**src/rtl/serial_add4_if.sv**
```systemverilog
// Operand/result bundle for the four-operand bit-serial adder.
// Latency: n/a (wires only); ovf exists only when SERIALADD_OVF_EN is defined.
// Backpressure: none; master drives start/operands, slave returns q/q_valid.
interface serial_add4_if #(
  parameter int LEN = 10
);
  logic           start;
  logic [LEN-1:0] a1;
  logic [LEN-1:0] a2;
  logic [LEN-1:0] a3;
  logic [LEN-1:0] a4;
  logic [LEN-1:0] q;
  logic           q_valid;
`ifdef SERIALADD_OVF_EN
  logic           ovf;
`endif

`ifdef SERIALADD_OVF_EN
  modport master (output start, a1, a2, a3, a4, input q, q_valid, ovf);
  modport slave  (input start, a1, a2, a3, a4, output q, q_valid, ovf);
`else
  modport master (output start, a1, a2, a3, a4, input q, q_valid);
  modport slave  (input start, a1, a2, a3, a4, output q, q_valid);
`endif
endinterface

```
**src/rtl/serial_add4.sv**
```systemverilog
// Four-operand bit-serial adder: 4x PISO -> serial 4-input adder -> SIPO (macro SERIALADD_OVF_EN adds ovf).
// Latency: q/q_valid update LEN+1 cycles after the edge sampling start.
// Backpressure: none; a start mid-frame aborts the frame in flight.
module serial_add4 #(
  parameter int LEN = 10
) (
  input logic         clk,
  input logic         reset,
  serial_add4_if.slave bus
);

  localparam int CW = (LEN > 2) ? $clog2(LEN) : 1;

  // PISO stage
  logic [LEN-1:0] sh1, sh2, sh3, sh4;
  logic           piso_sync;

  // Serial adder stage
  logic [1:0]     carry;
  logic [1:0]     carry_in;
  logic [2:0]     sum_s;
  logic           add_bit;
  logic           add_sync;

  // SIPO stage
  logic [LEN-1:0] word;
  logic [CW-1:0]  cnt;
  logic           active;
  logic [LEN-1:0] q_r;
  logic           q_valid_r;
`ifdef SERIALADD_OVF_EN
  logic           ovf_r;
`endif

  // Load operands on start, otherwise shift right feeding zeros; sync marks bit 0.
  always_ff @(posedge clk) begin
    if (!reset) begin
      sh1       <= '0;
      sh2       <= '0;
      sh3       <= '0;
      sh4       <= '0;
      piso_sync <= 1'b0;
    end else if (bus.start) begin
      sh1       <= bus.a1;
      sh2       <= bus.a2;
      sh3       <= bus.a3;
      sh4       <= bus.a4;
      piso_sync <= 1'b1;
    end else begin
      sh1       <= sh1 >> 1;
      sh2       <= sh2 >> 1;
      sh3       <= sh3 >> 1;
      sh4       <= sh4 >> 1;
      piso_sync <= 1'b0;
    end
  end

  // Column sum of the four serial bits plus carry; carry ignored on a word's LSB.
  always_comb begin
    carry_in = piso_sync ? 2'b00 : carry;
    sum_s    = {2'b00, sh1[0]} + {2'b00, sh2[0]} + {2'b00, sh3[0]} + {2'b00, sh4[0]}
             + {1'b0, carry_in};
  end

  // Register the sum bit, the forwarded sync and the 2-bit carry.
  always_ff @(posedge clk) begin
    if (!reset) begin
      add_bit  <= 1'b0;
      add_sync <= 1'b0;
      carry    <= 2'b00;
    end else begin
      add_bit  <= sum_s[0];
      add_sync <= piso_sync;
      carry    <= sum_s[2:1];
    end
  end

  // Deserialise; sync restarts the word, the last bit publishes q for one cycle.
  // During the cycle the last bit is captured, carry still holds the frame's final carry.
  always_ff @(posedge clk) begin
    if (!reset) begin
      word      <= '0;
      cnt       <= '0;
      active    <= 1'b0;
      q_r       <= '0;
      q_valid_r <= 1'b0;
`ifdef SERIALADD_OVF_EN
      ovf_r     <= 1'b0;
`endif
    end else begin
      q_valid_r <= 1'b0;
      if (add_sync) begin
        word[0] <= add_bit;
        cnt     <= CW'(1);
        active  <= 1'b1;
      end else if (active) begin
        word[cnt] <= add_bit;
        if (cnt == CW'(LEN - 1)) begin
          q_r       <= {add_bit, word[LEN-2:0]};
          q_valid_r <= 1'b1;
          active    <= 1'b0;
`ifdef SERIALADD_OVF_EN
          ovf_r     <= |carry;
`endif
        end else begin
          cnt <= cnt + CW'(1);
        end
      end
    end
  end

  assign bus.q       = q_r;
  assign bus.q_valid = q_valid_r;
`ifdef SERIALADD_OVF_EN
  assign bus.ovf     = ovf_r;
`endif

endmodule

```
**src/flat_wrapper.sv**
```systemverilog
// flat-port wrapper written by rule: the top's interface ports become plain ports
module serial_add4_flat 
#(
  parameter int LEN = 10
)
  (clk, reset, bus_start, bus_a1, bus_a2, bus_a3, bus_a4, bus_q, bus_q_valid);
  serial_add4_if #(.LEN(LEN)) bus_i ();
  input logic clk;
  input logic reset;
  input wire logic [$bits(bus_i.start)-1:0] bus_start;
  input wire logic [$bits(bus_i.a1)-1:0] bus_a1;
  input wire logic [$bits(bus_i.a2)-1:0] bus_a2;
  input wire logic [$bits(bus_i.a3)-1:0] bus_a3;
  input wire logic [$bits(bus_i.a4)-1:0] bus_a4;
  output wire logic [$bits(bus_i.q)-1:0] bus_q;
  output wire logic [$bits(bus_i.q_valid)-1:0] bus_q_valid;
  assign bus_i.start = bus_start;
  assign bus_i.a1 = bus_a1;
  assign bus_i.a2 = bus_a2;
  assign bus_i.a3 = bus_a3;
  assign bus_i.a4 = bus_a4;
  assign bus_q = bus_i.q;
  assign bus_q_valid = bus_i.q_valid;
  serial_add4 #(.LEN(LEN)) u_core (.clk(clk), .reset(reset), .bus(bus_i));
endmodule
```
**config.mk**
```make
export PLATFORM = sky130hd
export DESIGN_NAME = serial_add4_flat
export DESIGN_NICKNAME = d
export VERILOG_FILES = /design/src/rtl/serial_add4_if.sv /design/src/rtl/serial_add4.sv /design/src/flat_wrapper.sv
export SDC_FILE = /design/constraint.sdc
export NUM_CORES = 1
export LEC_CHECK = 0
export BUFFER_PORTS_ARGS = -buffer_cell sky130_fd_sc_hd__clkbuf_2
export CORE_MARGIN = 4
export CORE_UTILIZATION = 58
export CTS_BUF_LIST = sky130_fd_sc_hd__clkbuf_16
export DETAILED_ROUTE_END_ITERATION = 16
export HOLD_SLACK_MARGIN = 0.12
export MAX_ROUTING_LAYER = met4
export PLACE_DENSITY = 0.83
export SKIP_CTS_REPAIR_TIMING = 1
export SLEW_MARGIN = 10
export SYNTH_ARGS = -nofsm -noshare
export SYNTH_HDL_FRONTEND = slang
export SYNTH_SLANG_ARGS = --single-unit
export TNS_END_PERCENT = 50
```
**constraint.sdc**
```tcl
create_clock -name clk -period 5.5 [get_ports clk]
set_input_delay 0.55 -clock clk [delete_from_list [all_inputs] [get_ports clk]]
set_output_delay 0.55 -clock clk [all_outputs]
set_load 0.005 [all_outputs]
```
== Word-level counts from Yosys, hierarchy flattened ==
Cells that the tools add are included.

* Logic and storage cells: 59
* Bits in registers: 71
* Input bits: 43

* Reduce and logical (&&, ||, !) cells: 9
* Order comparisons: 2
* Equal/unequal tests: 2
* $add $sub $neg: 5
* Multiplexer cells: 18
* Bitwise logic cells: 4

{| class="wikitable"
|+ Operator list
! kind !! number
|-
| two-way mux 9 bit || 4
|-
| two-way mux 1 bit || 11
|-
| bitwise mux 10 bit || 1
|-
| AND reduction 2 bit || 4
|-
| adder 3 x 1 -> 3 bit || 2
|-
| < comparator 4 x 5 -> 1 bit, second input constant || 1
|-
| adder 4 x 1 -> 4 bit, second input constant || 1
|-
| demux 1 bit (select 4 bit) || 1
|-
| == test 4 bit, second input constant || 1
|-
| >= comparator 4 x 1 -> 1 bit, second input constant || 1
|-
| inverter 1 bit || 4
|-
| adder 3 x 2 -> 3 bit || 1
|-
| AND reduction 3 bit || 1
|-
| OR reduction 3 bit || 1
|-
| adder 1 x 1 -> 2 bit || 1
|-
| two-way mux 2 bit || 1
|-
| inequality test 2 x 1 -> 1 bit, second input constant || 1
|-
| nonzero test 2 bit || 1
|-
| OR reduction 2 bit || 1
|-
| logical AND 1 bit || 1
|}

== Logic depth before layout (Yosys ltp) ==
Gate-level depths: netlist of run 1.

* Depth after elaboration: 7
* Mapped depth: 7

== Least setup slack after synthesis of run 1 ==
No wires, ideal clock.

* Kind: register to register
* Start point: register u_core.sh2[0]
* End point: register u_core.carry[1]
* Buffers on the path: 0
* Setup slack: 3.512 ns
* Library setup time: 0.115 ns
* Required time: 5.385 ns
* Data arrival time: 1.873 ns
* Stages on the path, launching flop included: 8
* Path through: dfxtp_1 ha_1 fa_1 ha_1 inv_1 fa_1 xnor2_1 and2_1

* Cells in the longest elaborated chain, start to end: 4

{| class="wikitable"
|+ Ends and longest elaborated chain
! item !! line !! source
|-
| start: declaration || serial_add4.sv:15 || <nowiki>logic [LEN-1:0] sh1, sh2, sh3, sh4;</nowiki>
|-
| start signal: assignment || serial_add4.sv:45 || <nowiki>sh2 <= bus.a2;</nowiki>
|-
| start signal: assignment || serial_add4.sv:51 || <nowiki>sh2 <= sh2 >> 1;</nowiki>
|-
| adder 1 x 1 -> 2 bit || serial_add4.sv:61 || <nowiki>sum_s = {2'b00, sh1[0]} + {2'b00, sh2[0]} + {2'b00, sh3[0]} + {2'b00, sh4[0]}</nowiki>
|-
| adder 3 x 1 -> 3 bit (2 in series) || serial_add4.sv:61 ||
|-
| adder 3 x 2 -> 3 bit || serial_add4.sv:62 || <nowiki>+ {1'b0, carry_in};</nowiki>
|-
| end signal: assignment || serial_add4.sv:74 || <nowiki>carry <= sum_s[2:1];</nowiki>
|-
| end: declaration || serial_add4.sv:19 || <nowiki>logic [1:0] carry;</nowiki>
|}

Every way passes these cells.
A chain may end at the register's enable or synchronous reset.

== Final worst setup path of run 1 ==
* Start point: register u_core.cnt[0]
* End point: register u_core.q_r[0] (netlist: u_core.bus.q[0])

* Cells in the longest elaborated chain, start to end: 2

{| class="wikitable"
|+ Ends and longest elaborated chain
! item !! line !! source
|-
| start: declaration || serial_add4.sv:27 || <nowiki>logic [CW-1:0] cnt;</nowiki>
|-
| start signal: assignment || serial_add4.sv:106 || <nowiki>cnt <= cnt + CW'(1);</nowiki>
|-
| == test 4 bit || serial_add4.sv:98 || <nowiki>if (cnt == CW'(LEN - 1)) begin</nowiki>
|-
| AND reduction 3 bit (no line) || -- ||
|-
| end signal: assignment || serial_add4.sv:99 || <nowiki>q_r <= {add_bit, word[LEN-2:0]};</nowiki>
|-
| end: declaration || serial_add4.sv:29 || <nowiki>logic [LEN-1:0] q_r;</nowiki>
|}

Every way passes these cells.

==> results_dict.tcl, run 1 <==
set metrics [dict create \
    fill_cells 331 \
    cpMaxStageDelayCell "nor3b_2" \
    cts_sinks 70 \
    synth_edf_count 0 \
    cts_tree "done" \
    path_class "flop to flop" \
    final_cell_area_sq_mm 0.003276 \
    drtAntennaViolNets 0 \
    period_minus_slack_ps 2164 \
    cellLeakagePower_nw 1.533 \
    ys_top_cells_by_count "dfxtp_1 (70), mux2i_1 (55), nor2b_1 (40)" \
    slowest_delay_ps 920 \
    peakVddDrop_mv 0.1777 \
    drv_slew 0 \
    period_share_pct 39.35 \
    fmax_mhz 462.1 \
    powerDensity_mw_per_mm2 332.6 \
    die_h_microns 77.02 \
    crit_fanout 11 \
    synthesis.nets 307 \
    syn-instance-count 255 \
    grtUsageTotal_pct 17.42 \
    rows 24 \
    cp.arrival_ps 2410 \
    drive_above_1_share_pct 21.68 \
    cp-start-kind "flop" \
    final_core_utilization_pct 73.21 \
    total_power_w 0.001090 \
    path_cells "ha_1, nand3b_4, nor3b_2, mux2i_1" \
    syn_area_per_cell_sq_um 10.83 \
    dpl.hpwl_microns 3051 \
    first_global_vias 1875 \
    viasPerCell 5.055 \
    cp.required_ps 5740 \
    place.gp.congestion 0.8299 \
    antenna_found_initial 0 \
    synth-seq-area-share_pct 50.72 \
    holdCritPathClass "flop to flop" \
    netlist_area_sq_mm 0.002763 \
    io_buffers 53 \
    hold_viol_final 0 \
    status "finished, final reports clean" \
    die_w_microns 77.02 \
    async_flop_share_pct 0 \
    finClkSkew_ps 5.912 \
    nets 357 \
    clkSlewWorstSetupHoldPaths_ps 50 \
    worst_slew_pin_slew_ps 1102 \
    synth_ff_type "dfxtp_1" \
    cts_buffers 9 \
    synthDominantCellAreaShare_pct 50.72 \
    synth_warnings 0 \
    drtIter0Drc 64 \
    drc 0 \
    diodes 0 \
    placeableCoreArea_sq_mm 0.004474 \
    place_area_sq_mm 0.003027 \
    setup_viol 0 \
    drt_first_pass_iters 4 \
    synth.ff_latch_count 70 \
    synthDistinctLibCells 30 \
    setup_tns_ps 0 \
    max-slew-margin-rel_pct 26.23 \
    yosysMostFrequentCell "dfxtp_1" \
    start_util_pct 61.74 \
    htreeDepth 3 \
    die_area_sq_mm 0.005931 \
    grt_max_degree 70 \
    grt_first_pass_wirelength_microns 8114 \
    whs_ps 452.4 \
    cts_root_buffer "clkbuf_16" \
    critical_path.endpoint_type "flop" \
    clk_latency_ps 320 \
    vias 1825 \
    io_pins 54 \
    wl_per_cell_microns 13.10 \
    routed_wl_microns 4728 \
    yosys-top-cells-area "dfxtp_1 (51%), mux2i_1 (20%), nor2b_1 (9.1%)" \
    max-clock-path-buffers 2 \
    rsz0062_at_grt "no" \
    maxCapViolCount 0 \
    area_growth_pct 18.57 \
    yosys.area.top_type "dfxtp_1" \
    grt_overflow 0 \
]
metal layers:
metal	GRT usage (%)	share of wire, %
met2	27.61	47
met4	10.68	3.0
met5	-	0
met3	3.864	4.1
met1	20.13	46
logic make-up (layout without fill, tap and decap cells):
group,after synthesis,in the layout,share of synthesized area (%)
XOR/XNOR,2,2,0.6342
multiplexers,55,55,19.93
AND/OR/NAND/NOR,92,92,19.11
adder cells (fa/ha/maj),9,9,4.619
flip-flops,70,70,50.72
buffers and inverters,20,74,3.351
AO/OA/AOI/OAI,7,7,1.631
sequential cells by signal, summed over array words and instances (netlist names), 2 cells and up:
signal / count
u_core.cnt: 4
u_core.bus.q: 10
u_core.sh4: 10
u_core.sh1: 10
u_core.sh3: 10
u_core.sh2: 10
u_core.word: 9
u_core.carry: 2
final timing paths:
check / endpoint / from / slack, ps / depth (start not counted)
max: u_core.bus.q[0] / u_core.cnt[0] / 3340 / 4
min reg2reg: u_core.bus.q[3] / u_core.bus.q[3] / 450 / 2
max reg2reg: u_core.bus.q[0] / u_core.cnt[0] / 3340 / 4
min: u_core.bus.q[3] / u_core.bus.q[3] / 450 / 2
per-stage QoR:
stage / setup slack, ps / instances
CTS: 3334 / 361
global placement: 3403 / 346
finish: 3336 / 361
floorplan: 3512 / 255
global route: 3169 / 361
detailed placement: 3315 / 346
power breakdown:
| group | internal (W) | switching, W |
|---|---|---|
| Combinational | 0.0000396 | 0.0000357 |
| Sequential | 0.000529 | 0.00000856 |
| Clock | 0.000293 | 0.000184 |
final cells by class:
cell class / count / area, sq um / area share, %
clock inverters: 6 / 23.77 / 0.7257
inverters: 5 / 18.77 / 0.5730
multi-input cells: 165 / 1269 / 38.73
well taps: 52 / 65.06 / 1.986
flip-flops and latches: 70 / 1401 / 42.78
clock buffers: 9 / 225.2 / 6.875
repair buffers: 54 / 272.8 / 8.327
cells in the final DEF, fill, tap and decap left out, drive strengths merged, types with 2 or more instances in the layout:
cell type   n
dfxtp      70
nor2b      40
and2        5
nand2      30
mux2i      55
and3        4
a21oi       3
clkinv      3
nor3        2
nor2        2
clkbuf     62
inv         8
ha          7
fa          2
critical path, delay by kind of cell (launching register included):
| family | cells | cell delay (ps) |
|---|---|---|
| adders and majority gates | 1 | 320 |
| and+or+nand+nor | 2 | 1060 |
| muxes | 1 | 270 |
| DFF | 1 | 440 |
Power figures use the tool's default switching activity.
==> inputs of run 2 (changes only) <==
- ABC_AREA: not set -> 1
- CORE_UTILIZATION: 58 -> 54
- PLACE_DENSITY: 0.83 -> 0.79
- clock period: 5.5 -> 2.1 ns (I/O delays scaled with it)
==> results_dict.tcl, run 2 <==
set metrics [dict create \
    netlist_area_sq_mm 0.002668 \
    critical_path.endpoint_type "flop" \
    grt_first_pass_wirelength_microns 9045 \
    syn_area_per_cell_sq_um 7.777 \
    dp_cells 452 \
    synth-compound-area-share_pct 10.69 \
    synth_top_family_by_area "simple AND/OR/NAND/NOR gates" \
    antenna_found_initial 0 \
    synth_fa_ha_area_share_pct 4.784 \
    ys_top_cells_by_count "nor2_1 (125), dfxtp_1 (70), o21ai_0 (39)" \
    viasPerCell 4.772 \
    synth-seq-area-share_pct 52.53 \
    drtIter0Drc 85 \
    synth_warnings 0 \
    most-common-layout-cells "nor2_1 (125), dfxtp_1 (70), clkbuf_2 (53)" \
    synth_ff_type "dfxtp_1" \
    clk_latency_ps 320 \
    placeableCoreArea_sq_mm 0.004755 \
    rsz0062_at_grt "no" \
    htreeDepth 3 \
    yosys-top-cells-area "dfxtp_1 (53%), nor2_1 (18%), o21ai_0 (7.3%)" \
    maxUsedRoutingLayer "met4" \
    area_growth_pct 23.26 \
    first_global_vias 2155 \
    fmax_mhz 511.0 \
    synthesis.nets 395 \
    cp.arrival_ps 2170 \
    fin_ws_ps 143.2 \
    grtUsageTotal_pct 19.59 \
    synth_edf_count 0 \
    cts_buffers 9 \
    crit_fanout 1 \
    powerDensity_mw_per_mm2 894.6 \
    wl_per_cell_microns 11.21 \
    nets 454 \
    hold_viol_final 0 \
    die_h_microns 78.29 \
    setup_tns_ps 0 \
    clkSlewWorstSetupHoldPaths_ps 50 \
    max-slew-margin-rel_pct 40.26 \
    grt_overflow 0 \
    drt_first_pass_iters 4 \
    maxCapViolCount 0 \
    drive_above_1_share_pct 19.16 \
    period_share_pct 93.18 \
    synthDominantCellAreaShare_pct 52.53 \
    dpl.hpwl_microns 3493 \
    drv_slew 0 \
    finClkSkew_ps 3.568 \
    cts_sinks 70 \
    synthMuxAreaShare_pct 0 \
    yosys.area.top_type "dfxtp_1" \
    rows 25 \
    final_core_utilization_pct 69.16 \
    drtAntennaViolNets 0 \
    drc 0 \
    peakVddDrop_mv 0.6709 \
    stdcell_count 474 \
    cp.required_ps 2320 \
    setup_viol 0 \
    die_area_sq_mm 0.006129 \
    synthSimpleGateAreaFrac_pct 25.28 \
    cellLeakagePower_nw 1.517 \
    cp-start-kind "flop" \
    wl_met1_microns 2237 \
    synthDistinctLibCells 24 \
    die_w_microns 78.29 \
    synth.ff_latch_count 70 \
    met3WireLength_microns 312 \
    io_pins 54 \
    max-clock-path-buffers 2 \
    diodes 0 \
    wl_met2_microns 2598 \
    start_util_pct 56.11 \
    cts_root_buffer "clkbuf_16" \
    syn-instance-count 343 \
    fill_cells 399 \
    worst_slew_pin_slew_ps 890.6 \
    async_flop_share_pct 0 \
    grt_max_degree 55 \
    place.gp.congestion 0.8382 \
    synth_xor_area_share_pct 0.6567 \
    io_buffers 53 \
    routed_wl_microns 5313 \
    vias 2262 \
    holdCritPathClass "input port to flop" \
    path_class "flop to flop" \
    period_minus_slack_ps 1957 \
    cts_tree "done" \
    yosysMostFrequentCell "nor2_1" \
    final_common_cell "nor2_1" \
    dpl_worst_slack_ps 140.7 \
    status "finished, final reports clean" \
]
==> run 2: report_power, final <==
| part | leakage [nW] | total [W] | switching [W] | internal [W] |
|---|---|---|---|---|
| combinational | 0.807 | 0.000226 | 0.000130 | 0.0000966 |
| clock | 0.135 | 0.00129 | 0.000515 | 0.000777 |
| sequential | 0.575 | 0.00142 | 0.0000281 | 0.00140 |
==> run 2: cell type report <==
cell class / instances / area (sq um) / share of cell area (%)
flip-flops and latches: 70 / 1401 / 42.62
well taps: 67 / 83.83 / 2.549
repair buffers: 62 / 347.8 / 10.58
clock buffers: 9 / 225.2 / 6.849
clock inverters: 7 / 33.78 / 1.027
multi-input cells: 235 / 1105 / 33.60
inverters: 24 / 91.34 / 2.778
==> run 2: kinds of logic (layout without fill, tap and decap cells) <==
family                     count (synthesis)  after routing
buffers and inverters                     38            102
DFF                                       70             70
xor gates and xnor gates                   2              2
adders and majority gates                  9              9
and+or+nand+nor                          169            169
AOI/OAI and AO/OA                         55             55
==> run 2: layer usage <==
layer	track usage, %	vias up
li1	-	1191
met1	20.36	995
met2	32.71	57
met3	7.339	19
met4	9.615	0
met5	-	-
==> run 2: worst paths after layout <==
path	startpoint	endpoint	slack (ps)	depth (start not counted)
worst max register to register	u_core.sh2[0]	u_core.carry[1]	140	7
worst min register to register	u_core.piso_sync	u_core.add_sync	450	2
worst max-delay path	u_core.sh2[0]	u_core.carry[1]	140	7
worst min-delay path	bus_a2[6]	u_core.sh2[6]	110	3
==> run 2: through the flow <==
| stage | total power (W) | area [sq um] | hold slack (ps) |
|---|---|---|---|
| final | 0.002942 | 3288 | 107.5 |
| after global placement | 0.001659 | 2969 | 410.3 |
| after global routing | 0.003075 | 3288 | 120.6 |
| after detailed placement | 0.001666 | 2969 | 412.0 |
| after CTS | 0.002966 | 3228 | 65.93 |
| after floorplan | 0.001587 | 2668 | 322.2 |
==> run 2: worst max-delay path, stage by stage (launching register included) <==
cell     delay (ps)
dfxtp_1         300
ha_1            300
fa_1            510
ha_1            130
inv_1            50
fa_1            370
xor2_1          140
nor2_1           50
==> inputs of run 3 (changes only) <==
- BUFFER_PORTS_ARGS: -buffer_cell sky130_fd_sc_hd__clkbuf_2 -> not set
- CORE_UTILIZATION: 54 -> 58
- DONT_BUFFER_PORTS: not set -> 1
- PLACE_DENSITY: 0.79 -> 0.74
==> results_dict.tcl, run 3 (synthesis results as in run 2) <==
set metrics [dict create \
    grtUsageTotal_pct 20.03 \
    htreeDepth 3 \
    cts_root_buffer "clkbuf_16" \
    cellLeakagePower_nw 1.577 \
    grt_first_pass_wirelength_microns 8162 \
    holdCritPathClass "input port to flop" \
    nets 460 \
    dpl.hpwl_microns 3291 \
    drv_slew 0 \
    period_minus_slack_ps 2027 \
    drtAntennaViolNets 0 \
    drt_first_pass_iters 5 \
    grt_overflow 0 \
    die_h_microns 75.82 \
    whs_ps 107.0 \
    vias 2565 \
    start_util_pct 60.43 \
    grt_max_degree 56 \
    rows 24 \
    cts_buffers 9 \
    die_area_sq_mm 0.005748 \
    multi_input_area_sq_mm 0.001105 \
    worst_slew_pin_slew_ps 339.1 \
    most-common-layout-cells "nor2_1 (125), dfxtp_1 (70), dlygate4sd3_1 (66)" \
    setup_viol 0 \
    antenna_found_initial 0 \
    drtIter0Drc 235 \
    powerDensity_mw_per_mm2 850.3 \
    hold_path_depth 2 \
    status "finished, final reports clean" \
    io_buffers 0 \
    fill_cells 237 \
    drive_above_1_share_pct 6.068 \
    rsz0062_at_grt "no" \
    drc 0 \
    cts_sinks 70 \
    worstRegToRegCells 7 \
    area_growth_pct 35.32 \
    placeableCoreArea_sq_mm 0.004414 \
    cp.required_ps 2310 \
    die_w_microns 75.82 \
    final_common_cell "nor2_1" \
    max-slew-margin-rel_pct 77.15 \
    setup_tns_ps 0 \
    max-clock-path-buffers 2 \
    hold_viol_final 0 \
    place.gp.congestion 0.7839 \
    crit_fanout 1 \
    path_class "flop to flop" \
    seq_area_sq_mm 0.001401 \
    period_share_pct 96.52 \
    viasPerCell 5.516 \
    cts_tree "done" \
    maxCapViolCount 0 \
    cp-start-kind "flop" \
    first_global_vias 1808 \
    fmax_mhz 493.4 \
    critical_path.endpoint_type "flop" \
    routed_wl_microns 8023 \
    wl_per_cell_microns 17.25 \
    cp.arrival_ps 2240 \
    peakVddDrop_mv 0.5529 \
    clkSlewWorstSetupHoldPaths_ps 60 \
    io_pins 54 \
    clk_latency_ps 320 \
    finClkSkew_ps 6.307 \
]
-- run 3: cell types whose count changed in the layout (fill, tap and decap cells not counted), sizes merged --
cell / change
inv: -1
dlygate4sd3: +60
diode: +1
buf: -1
clkbuf: -53
-- run 3: metrics by stage --
stage               utilization (%)  setup WS [ps]  instance area, sq um  power [W]  cells
floorplan                         -          200.1                  2668   0.001587    343
global placement              60.49          160.1                  2670   0.001599    382
detailed placement            60.49          125.9                  2670   0.001606    382
CTS                           66.30          121.9                  2927   0.002891    397
global route                  81.72          23.95                  3607   0.003165    464
finish                        81.77          73.13                  3610   0.003070    465
-- run 3: worst max-delay path, cell delays in order, from the launching register on --
cell and delay (ps):
dfxtp_1 300, ha_1 320, fa_1 520, ha_1 140, inv_1 50, fa_1 380, xor2_1 150, nor2_1 60
-- run 3: power by group --
part | total (W) | internal (W) | switching [W] | leakage (nW)
registers | 0.00143 | 0.00139 | 0.0000377 | 0.575
clock network | 0.00133 | 0.000778 | 0.000551 | 0.132
logic | 0.000307 | 0.000152 | 0.000155 | 0.870
-- run 3: routing by layer --
layer	wire, microns	vias to the layer above	track usage (%)
li1	-	1208	-
met1	2976	1190	25.48
met2	4094	133	28.52
met3	603	34	7.256
met4	350	0	8.738
met5	0	-	-
-- run 3: area by class of cell --
type	count	share of cell area, %
diodes	1	0.06932
clock inverters	6	0.8666
inverters	24	2.530
flip-flops and latches	70	38.82
repair buffers	68	19.06
clock buffers	9	6.239
well taps	52	1.802
multi-input cells	235	30.61
-- run 3: final timing paths --
kind	from	end	slack (ps)
min reg2reg	u_core.piso_sync	u_core.add_sync	450
min	bus_start	u_core.sh3[6]	110
max	u_core.sh2[0]	u_core.carry[1]	70
max reg2reg	u_core.sh2[0]	u_core.carry[1]	70
